<file path="src/rtl/bitwise_rf_engine.sv">
// bitwise_rf_engine: NREG x W register file driven by a small FSM with a tmp register.
// Supports MOV, XOR, AND, multi-cycle ASL, SWP and NOP; operands are latched at start.
// Optional feature macro: BITWISE_RF_ROL_EN enables opcode 101 as rotate-left (else NOP).
module bitwise_rf_engine #(
  parameter int W    = 8,
  parameter int NREG = 4,
  parameter int SHW  = 3,
  localparam int AW  = $clog2(NREG)
) (
  input  logic            clk,
  input  logic            reset,
  input  logic            s,
  input  logic [2+AW:0]   op,
  input  logic [W-1:0]    in,
  output logic [W-1:0]    out,
  output logic            done
);

  typedef enum logic [2:0] {
    WAIT  = 3'd0,
    MOV   = 3'd1,
    LOAD  = 3'd2,
    SHIFT = 3'd3,
    WR    = 3'd4,
    SW1   = 3'd5,
    SW2   = 3'd6,
    NOP   = 3'd7
  } state_t;

  localparam logic [2:0] OPC_MOV = 3'b000;
  localparam logic [2:0] OPC_XOR = 3'b001;
  localparam logic [2:0] OPC_AND = 3'b010;
  localparam logic [2:0] OPC_ASL = 3'b011;
  localparam logic [2:0] OPC_SWP = 3'b100;
  localparam logic [2:0] OPC_ROL = 3'b101;

  state_t         state_q;
  logic [2:0]     opc_q;
  logic [AW-1:0]  ri_q;
  logic [W-1:0]   imm_q;
  logic [W-1:0]   tmp_q;
  logic [SHW-1:0] cnt_q;
  logic [W-1:0]   rf_q [NREG];
  logic           done_q;
  logic [W-1:0]   shift_d;

  assign out  = rf_q[0];
  assign done = done_q;

  // One-step shift of tmp: zero-fill left shift, or rotate when ROL is built in and latched
  always_comb begin
    shift_d = {tmp_q[W-2:0], 1'b0};
`ifdef BITWISE_RF_ROL_EN
    if (opc_q == OPC_ROL) begin
      shift_d = {tmp_q[W-2:0], tmp_q[W-1]};
    end
`endif
  end

  // Controller and datapath: state, latched operands, tmp/cnt and the register file
  always_ff @(posedge clk or negedge reset) begin
    if (!reset) begin
      state_q <= WAIT;
      opc_q   <= '0;
      ri_q    <= '0;
      imm_q   <= '0;
      tmp_q   <= '0;
      cnt_q   <= '0;
      done_q  <= 1'b1;
      for (int i = 0; i < NREG; i++) begin
        rf_q[i] <= '0;
      end
    end else begin
      case (state_q)
        WAIT: begin
          if (s) begin
            opc_q  <= op[2+AW:AW];
            ri_q   <= op[AW-1:0];
            imm_q  <= in;
            done_q <= 1'b0;
            case (op[2+AW:AW])
              OPC_MOV: state_q <= MOV;
              OPC_XOR, OPC_AND, OPC_ASL, OPC_SWP: state_q <= LOAD;
`ifdef BITWISE_RF_ROL_EN
              OPC_ROL: state_q <= LOAD;
`else
              OPC_ROL: state_q <= NOP;
`endif
              default: state_q <= NOP;
            endcase
          end
        end
        MOV: begin
          rf_q[ri_q] <= imm_q;
          state_q    <= WAIT;
          done_q     <= 1'b1;
        end
        LOAD: begin
          case (opc_q)
            OPC_XOR, OPC_AND: begin
              tmp_q   <= rf_q[ri_q];
              state_q <= WR;
            end
            OPC_SWP: begin
              tmp_q   <= rf_q[0];
              state_q <= SW1;
            end
            default: begin
              tmp_q   <= rf_q[0];
              cnt_q   <= rf_q[ri_q][SHW-1:0];
              state_q <= (rf_q[ri_q][SHW-1:0] == '0) ? WR : SHIFT;
            end
          endcase
        end
        SHIFT: begin
          if (cnt_q != '0) begin
            tmp_q <= shift_d;
            cnt_q <= cnt_q - SHW'(1);
            if (cnt_q == SHW'(1)) begin
              state_q <= WR;
            end
          end else begin
            state_q <= WR;
          end
        end
        WR: begin
          case (opc_q)
            OPC_XOR: rf_q[0] <= rf_q[0] ^ tmp_q;
            OPC_AND: rf_q[0] <= rf_q[0] & tmp_q;
            default: rf_q[0] <= tmp_q;
          endcase
          state_q <= WAIT;
          done_q  <= 1'b1;
        end
        SW1: begin
          rf_q[0] <= rf_q[ri_q];
          state_q <= SW2;
        end
        SW2: begin
          rf_q[ri_q] <= tmp_q;
          state_q    <= WAIT;
          done_q     <= 1'b1;
        end
        NOP: begin
          state_q <= WAIT;
          done_q  <= 1'b1;
        end
        default: begin
          state_q <= WAIT;
          done_q  <= 1'b1;
        end
      endcase
    end
  end

endmodule
</file>
<file path="config.mk">
export PLATFORM = sky130hd
export DESIGN_NAME = bitwise_rf_engine
export DESIGN_NICKNAME = d
export VERILOG_FILES = /design/src/rtl/bitwise_rf_engine.sv
export SDC_FILE = /design/constraint.sdc
export NUM_CORES = 1
export LEC_CHECK = 0
export CAP_MARGIN = 20
export CORE_MARGIN = 4
export CORE_UTILIZATION = 40
export DETAILED_ROUTE_END_ITERATION = 12
export PLACE_DENSITY = 0.57
export SYNTH_ARGS = -nofsm -noshare
export SYNTH_HDL_FRONTEND = slang
export SYNTH_SLANG_ARGS = --single-unit
export TNS_END_PERCENT = 10
</file>
<file path="constraint.sdc">
create_clock -name clk -period 2.3 [get_ports clk]
set_input_delay 0.23 -clock clk [delete_from_list [all_inputs] [get_ports clk]]
set_output_delay 0.23 -clock clk [all_outputs]
set_load 0.03 [all_outputs]
</file>
==> Flow_metrics.wiki, run 1 <==
{| class="wikitable"
! Metric !! Value
|-
| Number of synthesized flops with an enable pin || 0
|-
| Number of search-and-repair iterations in the first detailed-routing pass || 4
|-
| Average footprint of a synthesized cell || 9.534 sq um
|-
| Area of the die || 11,160 sq um
|-
| Commonest cells after routing, fill and taps aside || 59 x sky130_fd_sc_hd__dfrtp_1, 53 x sky130_fd_sc_hd__o21ai_0, 49 x sky130_fd_sc_hd__nand2_1
|-
| Static leakage power || 1.847 nW
|-
| CTS tree || yes
|-
| Number of antenna violations at the first check in global routing || 0
|-
| Final-report hold violation count || 0
|-
| Drt drc || 0
|-
| Final Skew || 0.01686 ns
|-
| Period minus WS final || 2.107 ns
|-
| Proportion of synthesized area in mux cells || 0.1243
|-
| Filler cell count || 886
|-
| Largest buffer count on any clock path || 2
|-
| I/O pin cnt || 25
|-
| Total via count after detailed routing || 3,102
|-
| Detailed Route Iter0 Violations || 184
|-
| Clock buffers created by TritonCTS || 9
|-
| Cell area after synthesis || 3814 sq um
|-
| Cell types occupying the most area after synthesis || sky130_fd_sc_hd__dfrtp_1 39%, sky130_fd_sc_hd__o21ai_0 7.0%, sky130_fd_sc_hd__nand2_1 4.8%
|-
| Relative slew margins || 0.5783
|-
| Compound-cell area share of the yosys netlist || 0.2448
|-
| Final slew viol count || 0
|-
| Kind of critical path || flop to flop
|-
| Vias/cell || 5.661
|-
| Die height || 105.6 um
|-
| Dominant combinational cell family by area after synthesis || compound AO/OA/AOI/OAI gates
|-
| Synth Area in XOR/XNOR || 0.006890
|-
| Sink Count || 60
|-
| Unrepaired setup endpoints after global routing || no
|-
| Synth cell types || 58
|-
| Largest net degree at the start of global routing || 28
|-
| Power density normalized to cell area || 1544 nW/um^2
|-
| WP buf/inv || 0
|-
| Actual transition at the worst max-transition pin || 0.6326 ns
|-
| Area of the core || 9240 sq um
|-
| Reg clk slew, reported paths || 0.07 ns
|-
| Row Count || 35
|-
| Die Span X || 105.6 um
|-
| Cell taking the most area after synthesis || sky130_fd_sc_hd__dfrtp_1
|-
| Warnings, synthesis || 0
|-
| Startpoint type of the worst setup path || flop
|-
| H-tree depth reported by CTS || 3
|-
| Number of standard cells after synthesis || 400
|-
| DRT Wirelength || 9523 um
|-
| HPWL after detailed placement || 7072 um
|-
| Most frequent standard cell in the layout excluding fill and tap cells || sky130_fd_sc_hd__dfrtp_1
|-
| Post-synth top area share || 0.3871
|-
| Biggest fanout along the worst timing path || 10
|-
| Class of the tightest hold or removal check || input port to async pin
|-
| Count of antenna diodes in the layout || 0
|-
| Final setup vio count || 0
|-
| Global route total overflow || 0
|-
| Sum of negative setup slack || 0 ns
|-
| Arithmetic-cell share of the synthesized area counting full adders, half adders and majority gates || 0.03609
|-
| Pwr Total || 6.740 mW
|-
| Source-to-sink clock delay at the later pin of the worst-skew pair || 0.34 ns
|-
| Maximum Capacitance Violations || 0
|-
| Number of nets at the end of the flow || 441
|-
| Required time of the critical path || 2.48 ns
|-
| Antenna viol nets, final || 0
|-
| Synth Area in Simple Gates || 0.1250
|-
| Cell family with most CP delay || multiplexers
|-
| Most common flop cell mapped by yosys || sky130_fd_sc_hd__dfrtp_1
|-
| Max Freq || 0.4745 GHz
|-
| Synthesized netlist net count || 427
|-
| Endpoint class of the critical path || flop
|-
| Clock root buffer || sky130_fd_sc_hd__clkbuf_8
|-
| Outcome || complete, no violations
|-
| Share of post-route cells with drive strength above 1 || 0.1623
|-
| Critical-path cell list || mux4_2 -> a2111oi_0 -> o32ai_1
|-
| Yosys reg bits || 60
|-
| Proportion of register bits with asynchronous set or reset after synthesis || 1.000
|-
| Critical-path cell with the highest stage delay || sky130_fd_sc_hd__mux4_2
|-
| First-pass GRT wire length || 16,010 um
|-
| Final routed wire length divided by cell count || 17.38 um
|-
| Synth-to-layout area growth || 14.44%
|-
| Number of global-route vias before repair || 2,983
|-
| Critical path's largest stage delay || 0.68 ns
|-
| Share of the yosys chip area belonging to registers || 0.3940
|-
| I/O Buffers || 24
|-
| Final worst hold slack || 0.3713 ns
|-
| Initial core utilization || 0.4127
|-
| Fraction of the core area covered by cells at the end of the flow || 0.4723
|-
| CP arrival || 2.29 ns
|-
| Total global-route track usage || 0.1781
|-
| Worst IR drop on VDD || 0.0007149 V
|-
| Final estimated routing congestion in global placement || 0.8079
|-
| Period utilization || 0.9163
|}
[flip-flops by register name (all words and copies together), names as in the netlist]
signal,count
opc_q,3
rf_q,24
tmp_q,8
ri_q,2
imm_q,8
cnt_q,3
out,8
state_q,3
done,1
[repair_timing]
action,4_1_cts,5_1_grt
setup buffers,0,0
resized for setup,0,0
endpoints found under the hold margin,15,0
hold buffers,1,0
[worst paths after layout]
path / start / endpoint / slack (ns) / cells after the start
max: ri_q[0]$_DFFE_PN0P_ / state_q[0]$_DFFE_PN0P_ / 0.19 / 3
min: reset / cnt_q[0]$_DFFE_PN0P_ / 0.37 / 2
max reg2reg: ri_q[0]$_DFFE_PN0P_ / state_q[0]$_DFFE_PN0P_ / 0.19 / 3
min reg2reg: rf_q[21]$_DFFE_PN0P_ / rf_q[21]$_DFFE_PN0P_ / 0.48 / 2
max in group asynchronous: reset / rf_q[21]$_DFFE_PN0P_ / 1.22 / 3
min in group clk: op[1] / ri_q[1]$_DFFE_PN0P_ / 0.47 / 3
[synth_stat cells, types with 4 or more instances]
cell                       count
sky130_fd_sc_hd__a21oi_1      11
sky130_fd_sc_hd__a32oi_1       5
sky130_fd_sc_hd__a21boi_0      6
sky130_fd_sc_hd__o221ai_1      7
sky130_fd_sc_hd__nand2_1      49
sky130_fd_sc_hd__mux2i_1      17
sky130_fd_sc_hd__dfrtp_1      59
sky130_fd_sc_hd__mux2_2       11
sky130_fd_sc_hd__o21ai_0      53
sky130_fd_sc_hd__clkbuf_1     10
sky130_fd_sc_hd__buf_2        18
sky130_fd_sc_hd__nand2b_1      4
sky130_fd_sc_hd__mux4_2        8
sky130_fd_sc_hd__a31oi_1       8
sky130_fd_sc_hd__inv_1        10
sky130_fd_sc_hd__buf_4        10
sky130_fd_sc_hd__o21ai_1       6
sky130_fd_sc_hd__nor2_1       20
sky130_fd_sc_hd__o22ai_1       5
sky130_fd_sc_hd__ha_1         11
sky130_fd_sc_hd__and3_1        6
[cell families (layout without fill, tap and decap cells)]
kind of cell / after synthesis / count (layout)
AOI/OAI and AO/OA: 140 / 140
xor gates and xnor gates: 3 / 3
adders and majority gates: 11 / 11
buffers and inverters: 50 / 69
DFF: 60 / 60
muxes: 36 / 36
and+or+nand+nor: 100 / 100
[area by class of cell]
type | instances | area (sq um) | share of cell area
inverter | 10 | 37.54 | 0.008601
timing repair buffer | 43 | 380.4 | 0.08716
clock buffer | 12 | 155.1 | 0.03555
tap | 129 | 161.4 | 0.03698
clock inverter | 4 | 72.57 | 0.01663
multi-input combinational | 290 | 2054 | 0.4708
sequential | 60 | 1503 | 0.3443
[metal layers]
layer  share of wire  vias up  global-route usage
met5               0        -                   0
met4           0.012        0             0.06290
met3           0.049        8             0.03919
met2            0.46       82              0.2673
met1            0.48     1511              0.2529
li1                -     1501                   -
[metrics by stage]
stage	instances	area, sq um	setup WS (ns)
after global placement	531	4126	0.1058
after detailed placement	531	4126	0.2071
final	548	4364	0.1926
after floorplan	400	3814	0.5487
after CTS	548	4364	0.1819
after global routing	548	4364	0.05663
[where the power goes]
part           internal [mW]  switching, mW  total, mW
clock                  0.668          0.428       1.10
sequential              1.54          0.764       2.31
combinational           1.55           1.78       3.34
total                   3.77           2.97       6.74
No activity file was read; power rests on OpenSTA's default activity.
==> run 2: changes to the inputs <==
--- a/config.mk
+++ b/config.mk
@@ -5,10 +5,12 @@
 export SDC_FILE = /design/constraint.sdc
 export NUM_CORES = 1
 export LEC_CHECK = 0
+export ABC_CLOCK_PERIOD_IN_PS = 2300
 export CAP_MARGIN = 20
 export CORE_MARGIN = 4
 export CORE_UTILIZATION = 40
 export DETAILED_ROUTE_END_ITERATION = 12
+export GPL_ROUTABILITY_DRIVEN = 1
 export PLACE_DENSITY = 0.57
 export SYNTH_ARGS = -nofsm -noshare
 export SYNTH_HDL_FRONTEND = slang
==> results of run 2 <==
Final layout, timing and power as in run 1 (identical DEF).
